[config.mk]
export PLATFORM = sky130hd
export DESIGN_NAME = mpsoc3d_ahb4_ext_arbiter_flat
export DESIGN_NICKNAME = d
export VERILOG_FILES = /design/src/rtl/mpsoc3d_ahb4_pkg.sv /design/src/rtl/mpsoc3d_ahb4_ext_arbiter_if.sv /design/src/rtl/mpsoc3d_rr_picker.sv /design/src/rtl/mpsoc3d_ahb4_ext_arbiter.sv /design/src/flat_wrapper.sv
export SDC_FILE = /design/constraint.sdc
export NUM_CORES = 1
export LEC_CHECK = 0
export ABC_AREA = 1
export CAP_MARGIN = 20
export CORE_AREA = 4 4 222 224
export DETAILED_ROUTE_END_ITERATION = 7
export DIE_AREA = 0 0 226 228
export PLACE_DENSITY = 0.44
export SYNTH_ARGS = -nofsm -noshare
export SYNTH_HDL_FRONTEND = slang
export SYNTH_SLANG_ARGS = --single-unit
[constraint.sdc]
create_clock -name clk -period 3.1 [get_ports clk]
set_input_delay 0.31 -clock clk [delete_from_list [all_inputs] [get_ports clk]]
set_output_delay 0.31 -clock clk [all_outputs]
set_load 0.02 [all_outputs]
[src/rtl/mpsoc3d_ahb4_pkg.sv]
// Shared AHB-Lite encodings for the external-port arbiter and its bench.
package mpsoc3d_ahb4_pkg;

    localparam logic [1:0] HTRANS_IDLE   = 2'b00;
    localparam logic [1:0] HTRANS_BUSY   = 2'b01;
    localparam logic [1:0] HTRANS_NONSEQ = 2'b10;
    localparam logic [1:0] HTRANS_SEQ    = 2'b11;

    localparam logic HRESP_OKAY  = 1'b0;
    localparam logic HRESP_ERROR = 1'b1;

    localparam logic [2:0] HBURST_SINGLE = 3'b000;
    localparam logic [2:0] HBURST_INCR   = 3'b001;
    localparam logic [2:0] HBURST_WRAP4  = 3'b010;
    localparam logic [2:0] HBURST_INCR4  = 3'b011;
    localparam logic [2:0] HBURST_WRAP8  = 3'b100;
    localparam logic [2:0] HBURST_INCR8  = 3'b101;
    localparam logic [2:0] HBURST_WRAP16 = 3'b110;
    localparam logic [2:0] HBURST_INCR16 = 3'b111;

endpackage

[src/rtl/mpsoc3d_ahb4_ext_arbiter_if.sv]
// Bundle of the N host-side AHB-Lite masters plus the single external slave port.
// slave modport = arbiter view, master modport = hosts/system view.
interface mpsoc3d_ahb4_ext_arbiter_if
    import mpsoc3d_ahb4_pkg::*;
#(
    parameter int NUM_MASTERS = 4,
    parameter int PLEN        = 32,
    parameter int XLEN        = 32
);
    // host-side masters
    logic [NUM_MASTERS-1:0]           m_hsel;
    logic [NUM_MASTERS-1:0][PLEN-1:0] m_haddr;
    logic [NUM_MASTERS-1:0][XLEN-1:0] m_hwdata;
    logic [NUM_MASTERS-1:0]           m_hwrite;
    logic [NUM_MASTERS-1:0][2:0]      m_hsize;
    logic [NUM_MASTERS-1:0][2:0]      m_hburst;
    logic [NUM_MASTERS-1:0][3:0]      m_hprot;
    logic [NUM_MASTERS-1:0][1:0]      m_htrans;
    logic [NUM_MASTERS-1:0]           m_hmastlock;
    logic [NUM_MASTERS-1:0][XLEN-1:0] m_hrdata;
    logic [NUM_MASTERS-1:0]           m_hready;
    logic [NUM_MASTERS-1:0]           m_hresp;

    // external slave port
    logic            ext_hsel;
    logic [PLEN-1:0] ext_haddr;
    logic [XLEN-1:0] ext_hwdata;
    logic            ext_hwrite;
    logic [2:0]      ext_hsize;
    logic [2:0]      ext_hburst;
    logic [3:0]      ext_hprot;
    logic [1:0]      ext_htrans;
    logic            ext_hmastlock;
    logic [XLEN-1:0] ext_hrdata;
    logic            ext_hready;
    logic            ext_hresp;

    modport slave (
        input  m_hsel, m_haddr, m_hwdata, m_hwrite, m_hsize, m_hburst, m_hprot,
               m_htrans, m_hmastlock, ext_hrdata, ext_hready, ext_hresp,
        output m_hrdata, m_hready, m_hresp, ext_hsel, ext_haddr, ext_hwdata,
               ext_hwrite, ext_hsize, ext_hburst, ext_hprot, ext_htrans, ext_hmastlock
    );

    modport master (
        output m_hsel, m_haddr, m_hwdata, m_hwrite, m_hsize, m_hburst, m_hprot,
               m_htrans, m_hmastlock, ext_hrdata, ext_hready, ext_hresp,
        input  m_hrdata, m_hready, m_hresp, ext_hsel, ext_haddr, ext_hwdata,
               ext_hwrite, ext_hsize, ext_hburst, ext_hprot, ext_htrans, ext_hmastlock
    );

endinterface

[src/rtl/mpsoc3d_rr_picker.sv]
// Round-robin picker: first set request strictly after ptr, wrapping modulo N.
// Purely combinational; onehot is all-zero when nothing is requested.
module mpsoc3d_rr_picker #(
    parameter int N = 4
) (
    input  logic [N-1:0]         req,
    input  logic [$clog2(N)-1:0] ptr,
    output logic [N-1:0]         onehot,
    output logic [$clog2(N)-1:0] idx
);
    localparam int W = $clog2(N);

    logic         found;
    logic [W-1:0] j;

    // Scan ptr+1 .. ptr+N; the first hit wins, ptr itself is considered last.
    always_comb begin
        onehot = '0;
        idx    = ptr;
        found  = 1'b0;
        j      = '0;
        for (int k = 1; k <= N; k++) begin
            j = W'((int'(ptr) + k) % N);
            if (!found && req[j]) begin
                found     = 1'b1;
                idx       = j;
                onehot[j] = 1'b1;
            end
        end
    end

endmodule

[src/rtl/mpsoc3d_ahb4_ext_arbiter.sv]
// Round-robin AHB-Lite arbiter sharing the external slave port between NUM_MASTERS
// hosts. The address-phase owner is forwarded combinationally; non-owners are stalled
// with hready=0. Ownership moves only when the owner is idle, unlocked and the slave
// is ready, so bursts and locked sequences are never split.
module mpsoc3d_ahb4_ext_arbiter
    import mpsoc3d_ahb4_pkg::*;
#(
    parameter int NUM_MASTERS = 4,
    parameter int PLEN        = 32,
    parameter int XLEN        = 32
) (
    input  logic                           clk,
    input  logic                           rst_n,
    mpsoc3d_ahb4_ext_arbiter_if.slave      bus,
    output logic [$clog2(NUM_MASTERS)-1:0] grant
);
    localparam int               GW  = $clog2(NUM_MASTERS);
    localparam [NUM_MASTERS-1:0] ONE = NUM_MASTERS'(1);

    logic [GW-1:0]          grant_q;
    logic [GW-1:0]          dph_own_q;
    logic                   dph_vld_q;

    logic [NUM_MASTERS-1:0] req;
    logic [NUM_MASTERS-1:0] others;
    logic [NUM_MASTERS-1:0] pick_oh;
    logic [GW-1:0]          pick_idx;
    logic                   own_idle;
    logic                   do_switch;

    // A master asks for the bus only by starting a new transfer.
    always_comb begin
        req = '0;
        for (int m = 0; m < NUM_MASTERS; m++)
            req[m] = bus.m_hsel[m] && (bus.m_htrans[m] == HTRANS_NONSEQ);
    end

    assign others = req & ~(ONE << grant_q);

    mpsoc3d_rr_picker #(.N(NUM_MASTERS)) u_picker (
        .req    (others),
        .ptr    (grant_q),
        .onehot (pick_oh),
        .idx    (pick_idx)
    );

    // Switch only at a transfer boundary of an unlocked owner; BUSY/SEQ keep the bus.
    assign own_idle  = (bus.m_htrans[grant_q] == HTRANS_IDLE) || !bus.m_hsel[grant_q];
    assign do_switch = bus.ext_hready && own_idle && !bus.m_hmastlock[grant_q] && |pick_oh;

    // Grant pointer and data-phase tracking advance only when the slave accepts.
    always_ff @(posedge clk or negedge rst_n) begin
        if (!rst_n) begin
            grant_q   <= '0;
            dph_vld_q <= 1'b0;
            dph_own_q <= '0;
        end else if (bus.ext_hready) begin
            dph_vld_q <= bus.m_hsel[grant_q] && (bus.m_htrans[grant_q] != HTRANS_IDLE);
            dph_own_q <= grant_q;
            if (do_switch)
                grant_q <= pick_idx;
        end
    end

    // Address phase: owner's fields straight through; data phase: data-phase owner's wdata.
    assign bus.ext_hsel      = bus.m_hsel[grant_q];
    assign bus.ext_haddr     = bus.m_haddr[grant_q];
    assign bus.ext_hwrite    = bus.m_hwrite[grant_q];
    assign bus.ext_hsize     = bus.m_hsize[grant_q];
    assign bus.ext_hburst    = bus.m_hburst[grant_q];
    assign bus.ext_hprot     = bus.m_hprot[grant_q];
    assign bus.ext_htrans    = bus.m_htrans[grant_q];
    assign bus.ext_hmastlock = bus.m_hmastlock[grant_q];
    assign bus.ext_hwdata    = bus.m_hwdata[dph_own_q];

    // Per-master response: the address owner and the data-phase owner see the slave,
    // everybody else is held in wait states; error response only goes to the data owner.
    for (genvar m = 0; m < NUM_MASTERS; m++) begin : g_resp
        logic is_dph;
        assign is_dph          = dph_vld_q && (dph_own_q == GW'(m));
        assign bus.m_hready[m] = bus.ext_hready && ((grant_q == GW'(m)) || is_dph);
        assign bus.m_hresp[m]  = is_dph ? bus.ext_hresp : HRESP_OKAY;
        assign bus.m_hrdata[m] = bus.ext_hrdata;
    end

    assign grant = grant_q;

endmodule

[src/flat_wrapper.sv]
// flat-port wrapper written by rule: the top's interface ports become plain ports
module mpsoc3d_ahb4_ext_arbiter_flat import mpsoc3d_ahb4_pkg::*;
#(
    parameter int NUM_MASTERS = 4,
    parameter int PLEN        = 32,
    parameter int XLEN        = 32
)
  (clk, rst_n, grant, bus_m_hsel, bus_m_haddr, bus_m_hwdata, bus_m_hwrite, bus_m_hsize, bus_m_hburst, bus_m_hprot, bus_m_htrans, bus_m_hmastlock, bus_ext_hrdata, bus_ext_hready, bus_ext_hresp, bus_m_hrdata, bus_m_hready, bus_m_hresp, bus_ext_hsel, bus_ext_haddr, bus_ext_hwdata, bus_ext_hwrite, bus_ext_hsize, bus_ext_hburst, bus_ext_hprot, bus_ext_htrans, bus_ext_hmastlock);
  mpsoc3d_ahb4_ext_arbiter_if #(.NUM_MASTERS(NUM_MASTERS), .PLEN(PLEN), .XLEN(XLEN)) bus_i ();
  input  logic clk;
  input  logic rst_n;
  output logic [$clog2(NUM_MASTERS)-1:0] grant;
  input wire logic [$bits(bus_i.m_hsel)-1:0] bus_m_hsel;
  input wire logic [$bits(bus_i.m_haddr)-1:0] bus_m_haddr;
  input wire logic [$bits(bus_i.m_hwdata)-1:0] bus_m_hwdata;
  input wire logic [$bits(bus_i.m_hwrite)-1:0] bus_m_hwrite;
  input wire logic [$bits(bus_i.m_hsize)-1:0] bus_m_hsize;
  input wire logic [$bits(bus_i.m_hburst)-1:0] bus_m_hburst;
  input wire logic [$bits(bus_i.m_hprot)-1:0] bus_m_hprot;
  input wire logic [$bits(bus_i.m_htrans)-1:0] bus_m_htrans;
  input wire logic [$bits(bus_i.m_hmastlock)-1:0] bus_m_hmastlock;
  input wire logic [$bits(bus_i.ext_hrdata)-1:0] bus_ext_hrdata;
  input wire logic [$bits(bus_i.ext_hready)-1:0] bus_ext_hready;
  input wire logic [$bits(bus_i.ext_hresp)-1:0] bus_ext_hresp;
  output wire logic [$bits(bus_i.m_hrdata)-1:0] bus_m_hrdata;
  output wire logic [$bits(bus_i.m_hready)-1:0] bus_m_hready;
  output wire logic [$bits(bus_i.m_hresp)-1:0] bus_m_hresp;
  output wire logic [$bits(bus_i.ext_hsel)-1:0] bus_ext_hsel;
  output wire logic [$bits(bus_i.ext_haddr)-1:0] bus_ext_haddr;
  output wire logic [$bits(bus_i.ext_hwdata)-1:0] bus_ext_hwdata;
  output wire logic [$bits(bus_i.ext_hwrite)-1:0] bus_ext_hwrite;
  output wire logic [$bits(bus_i.ext_hsize)-1:0] bus_ext_hsize;
  output wire logic [$bits(bus_i.ext_hburst)-1:0] bus_ext_hburst;
  output wire logic [$bits(bus_i.ext_hprot)-1:0] bus_ext_hprot;
  output wire logic [$bits(bus_i.ext_htrans)-1:0] bus_ext_htrans;
  output wire logic [$bits(bus_i.ext_hmastlock)-1:0] bus_ext_hmastlock;
  assign bus_i.m_hsel = bus_m_hsel;
  assign bus_i.m_haddr = bus_m_haddr;
  assign bus_i.m_hwdata = bus_m_hwdata;
  assign bus_i.m_hwrite = bus_m_hwrite;
  assign bus_i.m_hsize = bus_m_hsize;
  assign bus_i.m_hburst = bus_m_hburst;
  assign bus_i.m_hprot = bus_m_hprot;
  assign bus_i.m_htrans = bus_m_htrans;
  assign bus_i.m_hmastlock = bus_m_hmastlock;
  assign bus_i.ext_hrdata = bus_ext_hrdata;
  assign bus_i.ext_hready = bus_ext_hready;
  assign bus_i.ext_hresp = bus_ext_hresp;
  assign bus_m_hrdata = bus_i.m_hrdata;
  assign bus_m_hready = bus_i.m_hready;
  assign bus_m_hresp = bus_i.m_hresp;
  assign bus_ext_hsel = bus_i.ext_hsel;
  assign bus_ext_haddr = bus_i.ext_haddr;
  assign bus_ext_hwdata = bus_i.ext_hwdata;
  assign bus_ext_hwrite = bus_i.ext_hwrite;
  assign bus_ext_hsize = bus_i.ext_hsize;
  assign bus_ext_hburst = bus_i.ext_hburst;
  assign bus_ext_hprot = bus_i.ext_hprot;
  assign bus_ext_htrans = bus_i.ext_htrans;
  assign bus_ext_hmastlock = bus_i.ext_hmastlock;
  mpsoc3d_ahb4_ext_arbiter #(.NUM_MASTERS(NUM_MASTERS), .PLEN(PLEN), .XLEN(XLEN)) u_core (.clk(clk), .rst_n(rst_n), .bus(bus_i), .grant(grant));
endmodule
# Yosys cells after proc, flatten, opt, wreduce, memory -nomap -nowiden
# Index checks and enable logic that the tools add are counted.
# op_classes
add_sub_neg	4
n_lt_le_gt_ge	10
n_eq_ne	10
shifts	1
muxes	49
bitwise	5
reduce_logical	40
# ops
cell	n
$bmux W32 S2	2
$mux W32	2
$logic_and A1 B1 Y1	23
$mux W4	5
$lt A2 B3 Y1 const B	6
$mux W1	18
$eq A2 B2 Y1 const B	8
$bmux W1 S2	7
$bmux W3 S2	2
$or A4 B4 Y4	3
$mux W2	5
$bmux W4 S2	1
$demux W1 S2	4
$ge A2 B1 Y1 const B	4
$logic_not A2 Y1	3
$mux W3	2
$logic_not A1 Y1	5
$logic_or A1 B1 Y1	5
$add A2 B1 Y2 const B	2
$add A2 B2 Y2 const B	2
$and A4 B4 Y4	1
$bmux W2 S2	1
$eq A2 B1 Y1 const B	2
$not A4 Y4	1
5 further kinds	5
# word_totals
reg_bits	5
inputBits	352
word_cells	122

# Longest topological paths before layout
# Gate-level depths: netlist (run 1).
# depth
depth_word	18
depth_mapped	17
mapped_depth_nobuf	14

# Modules after synthesis
# From an unflattened synthesis (run 1), not the netlist that was laid out.
# hier_totals
cells_unflattened	580
area_unflattened_um2	3564.7
# modules_own_cells
mod	n_inst	cells_each	area_each_um2	seq_area_each_um2
mpsoc3d_ahb4_ext_arbiter	1	505	3130.5	125.1
mpsoc3d_rr_picker	1	75	434.2	0.0

# Worst setup path after synthesis (run 1)
# OpenSTA, ideal clock, no wires.
# synth_path
path_kind	register to register
start	register u_core.grant_q[0], in the netlist u_core.grant[0]
end	register u_core.grant_q[0], in the netlist u_core.grant[0]
t_arrival_ns	2.236
t_required_ns	2.982
setup_slack_ns	0.746
path_stages_with_launch	16
n_path_buf	3
path_cell_list	dfrtp_1 buf_6 inv_4 buf_6 clkbuf_1 ha_1 inv_1 nand3_2 nand2_4 nand3_1 nand2_1 inv_2 nand2_4 nand3_1 nand2_1 nand2_1
# synth_via
elab_chain_len	18
elab_cells_between_ends	71
classes_between	4 x add/sub; 8 x order compare; 1 x shift; 33 x mux; 5 x bitwise; 20 x reduce/logical
# synth_rtl
element	line	source
start: declaration	mpsoc3d_ahb4_ext_arbiter.sv:20	logic [GW-1:0] grant_q;
start signal: assignment	mpsoc3d_ahb4_ext_arbiter.sv:61	grant_q <= pick_idx;
parallel branches: the longest is 18 deep, another holds $lt A2 B3 Y1	-	
# Parallel ways; which one is timed is not known. The select of a mux whose other input is x is not followed.
# A chain may end at the register's enable or synchronous reset.

# Worst setup path in the final report (run 1)
# layout_path
start	register u_core.grant_q[0], in the netlist u_core.grant[0]
end	output port bus_ext_haddr[5]
# layout_via
elab_chain_len	2
# layout_rtl
element	line	source
$bmux W32 S2	mpsoc3d_ahb4_ext_arbiter.sv:67	assign bus.ext_haddr = bus.m_haddr[grant_q];
$mux W32 (not written as such)	mpsoc3d_ahb4_ext_arbiter.sv:67	
end: declaration	flat_wrapper.sv:29	output wire logic [$bits(bus_i.ext_haddr)-1:0] bus_ext_haddr;
# Every way passes these cells. The select of a mux whose other input is x is not followed.

==> out/metrics.yaml, run 1 <==
outcome: "completed"
setup_violations: 0
rsz0062_at_grt: "no"
clkTransAtPathRegs_ns: 0.04
cts-buffers-inserted: 3
io_buffer_count: 408
p_total_mw: 5.441
io_pins: 569
post-place-ws_ns: 0.4690
finalHoldViolCount: 0
detail-route-antenna-nets: 0
powerDensity_mw_per_mm2: 713.7
vias_per_cell: 3.522
worst_setup_path_start_kind: "flop"
wl_per_cell_um: 15.98
gp_congestion: 0.8381
vdd_drop_max_uv: 328.1
cp_max_fo: 40
clk_latency_ns: 0.23
arrival_ns: 2.48
place_inst: 1500
path_cells: "inv_4 -> buf_12 -> nor2_1 -> o22ai_1 -> clkdlybuf4s50_1"
fmax_mhz: 358.9
syn_nets: 992
fin_nets: 1250
worstMarginPinSlew_ns: 0.6630
yosysUniqueCellTypes: 30
grt_pass1_vias: 5542
drive_gt1_frac: 0.05287
switchingPower_mw: 2.979
synth_edf_count: 0
core_mm2: 0.04735
cts-root-buf: "clkbuf_16"
yosysSeqAreaShare: 0.03408
fin_cells: 1505
post-route-min-period_ns: 2.786
slowest_delay_ns: 0.69
max_cap_violations: 0
p_sw_frac: 0.5475
cts_hold_buf: 0
async_flop_share: 1.000
crit_required_ns: 2.79
finalWorstSetupSlack_ns: 0.3141
syn-cell-area_mm2: 0.003671
synth_top_flop_cell: "dfrtp_1"
num_vias: 5301
cts_max_path_buffers: 2
combPwrFrac: 0.930
min_path_type: "in -> async"
cts.sinks: 5
dpl.hpwl_um: 20660
final.setup.tns_ns: 0
cts_tree: "done"
seq_power_share: 0.030
syn_inst: 632
ys_warn_count: 0
die_w_um: 226
die_area_mm2: 0.05153
clockPowerShare: 0.040
ys_top_cells_by_area: "buf_4 26%, o21ai_0 12%, a22oi_1 12%"
first_iter_violations: 153
end_kind: "output port"
start_util: 0.07754
netlist.area_leader.share: 0.2618
grt_overflow: 0
grt_antenna_before_repair: 2
grt_pass1_wl_um: 34000
drcViolationCount: 0
num_rows: 80
crit_slowest_cell: "clkdlybuf4s50_1"
globalRouteTotalUtil: 0.08550
slew_headroom: 0.5575
fin_skew_ns: 0.002629
fin_crit_sh: 0.8987
cts_setup_buffers: 0
internal-power_mw: 2.462
grt_max_degree: 41
leakage_nw: 2.774
yosysTopAreaCell: "buf_4"
syn_avg_cell_area_um2: 5.809
drt-total-wl_um: 24050
syn_to_final_growth_pct: 107.7
hold-worst-slack_ns: 0.3631
cts_resized: 0
h-tree-depth: 1
worstSetupPathType: "reg -> out"
dr.pass1.iters: 4
yosys_register_bits: 5
die_y_um: 228
drv_slew: 0
critical path: cells and delay by family, from the launching register on:
| kind | cells | cell delay, ns |
|---|---|---|
| buffers and inverters | 3 | 1.30 |
| flip-flops | 1 | 0.58 |
| AND/OR/NAND/NOR | 1 | 0.06 |
| AO/OA/AOI/OAI | 1 | 0.26 |
placed cells by master, fill, tap and decap left out:
cell type        netlist  routed
nand3_4                1       1
o21ai_2                4       4
nand4_2                1       1
clkbuf_16              0       3
buf_12                 0       3
nand3_2                3       3
dfrtp_2                0       1
inv_4                  1       1
nand2_4                2       2
diode_2                0       1
inv_2                  2       2
nor2_2                 2       5
nand3_1               21      21
o21ai_0               89      89
a21oi_4                1       1
nand2_2                1       1
nand4_4                1       1
o22ai_2                1       1
nand4_1                3       3
dfrtp_1                5       3
buf_4                128      15
dfrtp_4                0       1
o21ai_1                2       2
clkdlybuf4s50_1        0     408
o22ai_1               43      43
a21oi_1                7       7
a22oi_1               57      57
clkinv_2               0       1
nand2_1               81      81
inv_1                 19      19
nor2_1               104     101
ha_1                   8       8
layer usage:
| metal | GRT usage | part of all wire | up-vias |
|---|---|---|---|
| met5 | 0 | 0.00054 | - |
| met3 | 0.01967 | 0.082 | 56 |
| met1 | 0.09467 | 0.38 | 2382 |
| met4 | 0.03044 | 0.032 | 2 |
| li1 | - | - | 2567 |
| met2 | 0.1582 | 0.51 | 294 |
Yosys cell counts, types with 2 or more instances:
library cell	instances
a22oi_1	57
o22ai_1	43
clkbuf_1	30
ha_1	8
buf_2	10
nand2_1	81
buf_1	2
o21ai_0	89
buf_6	2
inv_2	2
a21oi_1	7
o21ai_1	2
o21ai_2	4
nor2_2	2
nand2_4	2
nand3_1	21
inv_1	19
nor2_1	104
nand3_2	3
buf_4	128
nand4_1	3
dfrtp_1	5
flip-flops by register name (all words and copies together), names as in the netlist:
register and flops:
u_core.dph_own_q 2, u_core.dph_vld_q 1, u_core.grant 2
final cells by class:
type                            instances  area (um^2)
Multi-Input combinational cell        432         2300
Tap cell                              615        769.5
Fill cell                            5463        39720
Antenna cell                            1        2.502
Sequential cell                         5        130.1
Timing Repair Buffer                  426         4257
Clock buffer                            3        75.07
Clock inverter                          1        5.005
Inverter                               22        85.08
cells by family (layout without fill, tap and decap cells):
family                   Yosys count  in the layout  synth area share
AO/OA/AOI/OAI                    204            204            0.3408
flip-flops                         5              5           0.03408
AND/OR/NAND/NOR                  220            220            0.2563
buffers and inverters            195            452            0.3415
adder cells (fa/ha/maj)            8              8           0.02727
other                              0              1                 0
power groups by stage:
stage	clock (mW)	sequential, mW	combinational, mW
after floorplan	0	0.139	2.98
after global placement	0	0.165	5.13
after detailed placement	0	0.168	5.11
after CTS	0.224	0.168	5.14
after global routing	0.232	0.177	5.47
final	0.216	0.165	5.06
stage by stage:
stage / instance area (um^2) / util
global route: 7624 / 0.1610
floorplan: 3671 / -
detailed placement: 7541 / 0.1593
finish: 7624 / 0.1610
CTS: 7621 / 0.1610
global placement: 7541 / 0.1593
worst paths after layout:
path | slack (ns) | depth (start not counted) | end | from
max in group asynchronous | 2.44 | 1 | u_core.grant[0] | rst_n
setup reg to reg | 0.87 | 12 | u_core.grant[0] | u_core.grant[0]
hold / removal | 0.36 | 1 | u_core.dph_own_q[0] | rst_n
hold reg to reg | 0.56 | 2 | u_core.dph_vld_q | u_core.dph_vld_q
setup / recovery | 0.31 | 5 | bus_ext_haddr[5] | u_core.grant[0]
min in group clk | 0.56 | 2 | u_core.dph_vld_q | u_core.dph_vld_q
Power figures use the tool's default switching activity.
==> run 2: changes to the inputs <==
- REMOVE_ABC_BUFFERS: not set -> 1
==> out/metrics.yaml, run 2 (synthesized netlist as in run 1, its figures left out) <==
end_kind: "output port"
powerDensity_mw_per_mm2: 717.4
grt.met2_usage: 0.1489
cts.sinks: 5
post-place-ws_ns: 0.5502
mostFrequentLayoutCells: "404 x clkdlybuf4s50_1, 101 x nor2_1, 89 x o21ai_0, 81 x nand2_1, 57 x a22oi_1"
slew_headroom: 0.6713
fin_nets: 1244
placed_area_mm2: 0.007564
grt_antenna_before_repair: 7
cts_hold_buf: 0
grt_max_degree: 105
dr.pass1.iters: 4
final.setup.tns_ns: 0
drt-total-wl_um: 28980
min_path_type: "in -> async"
drcViolationCount: 0
combPwrFrac: 0.930
path_cells: "inv_4 -> buf_4 -> o21ai_0 -> o22ai_1 -> clkdlybuf4s50_1"
gp_congestion: 0.8038
die_w_um: 226
crit_slowest_cell: "clkdlybuf4s50_1"
die_y_um: 228
fin_skew_ns: 0.002180
final_area_mm2: 0.007655
die_area_mm2: 0.05153
worstMarginPinSlew_ns: 0.4919
clockPowerShare: 0.039
first_iter_violations: 209
num_vias: 5511
wl_per_cell_um: 19.28
num_rows: 80
grt_pass1_vias: 5722
multiInputGateArea_mm2: 0.002315
setup_violations: 0
finalHoldViolCount: 0
worst_setup_path_start_kind: "flop"
mostFrequentLayoutCell: "clkdlybuf4s50_1"
regArea_um2: 130.1
grt_use_met1: 0.1175
syn_to_final_growth_pct: 108.5
post-route-min-period_ns: 2.804
outcome: "completed"
fin_crit_sh: 0.9046
clkTransAtPathRegs_ns: 0.03
cts_max_path_buffers: 2
fmax_mhz: 356.6
drv_slew: 0
path_buf_inv: 3
fillers: 5443
worstSetupPathType: "reg -> out"
globalRouteTotalUtil: 0.1019
detail-route-antenna-nets: 0
crit_required_ns: 2.79
io_pins: 569
switchingPower_mw: 2.979
vdd_drop_max_uv: 366.3
clk_latency_ns: 0.23
drive_gt1_frac: 0.04983
p_sw_frac: 0.5425
met3_usage: 0.07534
critPathTopFamily: "buffers and inverters"
cts_tree: "done"
arrival_ns: 2.49
grt_pass1_wl_um: 38880
cts-buffers-inserted: 3
leakage_nw: 2.771
hold-worst-slack_ns: 0.3302
cts_resized: 0
internal-power_mw: 2.512
finalWorstSetupSlack_ns: 0.2958
core_mm2: 0.04735
max_cap_violations: 0
p_total_mw: 5.491
slowest_delay_ns: 0.68
top_usage_layer: "met2"
h-tree-depth: 1
dpl.hpwl_um: 24880
start_util: 0.07754
cp_max_fo: 29
rsz0062_at_grt: "no"
vias_per_cell: 3.667
io_buffer_count: 408
cts-root-buf: "clkbuf_16"
seq_power_share: 0.031
grt_overflow: 0
cts_setup_buffers: 0
[run 2: changes by cell type in the layout (fill, tap and decap cells not counted)]
cell	before	now
diode_2	1	5
clkdlybuf4s50_1	408	404
clkinv_2	1	0
nor2_4	0	3
buf_12	3	8
buf_4	15	8
clkbuf_1	0	1
nor2_2	5	2
[run 2: power groups by stage]
stage | sequential, mW | combinational (mW) | clock [mW]
4_1_cts | 0.173 | 5.20 | 0.217
2_1_floorplan | 0.283 | 2.44 | 0
3_5_place_dp | 0.173 | 5.18 | 0
6_report | 0.171 | 5.11 | 0.213
3_3_place_gp | 0.171 | 5.20 | 0
5_1_grt | 0.180 | 5.51 | 0.224
[run 2: metrics by stage]
stage,instances,utilization
floorplan,459,-
global placement,1494,0.1598
detailed placement,1494,0.1598
CTS,1498,0.1614
global route,1499,0.1615
finish,1503,0.1617
[run 2: worst paths after layout]
kind / startpoint / end / slack [ns] / depth (start not counted)
worst min-delay path: rst_n / u_core.grant[0] / 0.33 / 1
worst min register to register: u_core.dph_vld_q / u_core.dph_vld_q / 0.68 / 2
worst max-delay path: u_core.grant[0] / bus_ext_haddr[10] / 0.30 / 5
min in group clk: bus_ext_hrdata[22] / bus_m_hrdata[22] / 0.62 / 0
max in group asynchronous: rst_n / u_core.grant[0] / 2.52 / 1
worst max register to register: u_core.grant[0] / u_core.grant[0] / 0.94 / 14
[run 2: cell type report]
class | instances | share of cell area
tap | 615 | 0.1005
clock buffer | 4 | 0.01030
multi-input combinational | 432 | 0.3024
antenna | 5 | 0.001635
inverter | 22 | 0.01111
timing repair buffer | 420 | 0.5570
sequential | 5 | 0.01700
[run 2: per-layer routing]
layer,vias up,routed length [um]
met4,11,407
li1,2558,-
met1,2468,11270
met3,27,5347
met2,447,11690
met5,-,266
==> run 3: changes to the inputs <==
- SKIP_CTS_REPAIR_TIMING: not set -> 1
==> results of run 3 <==
Final layout, timing and power as in run 2 (identical DEF).
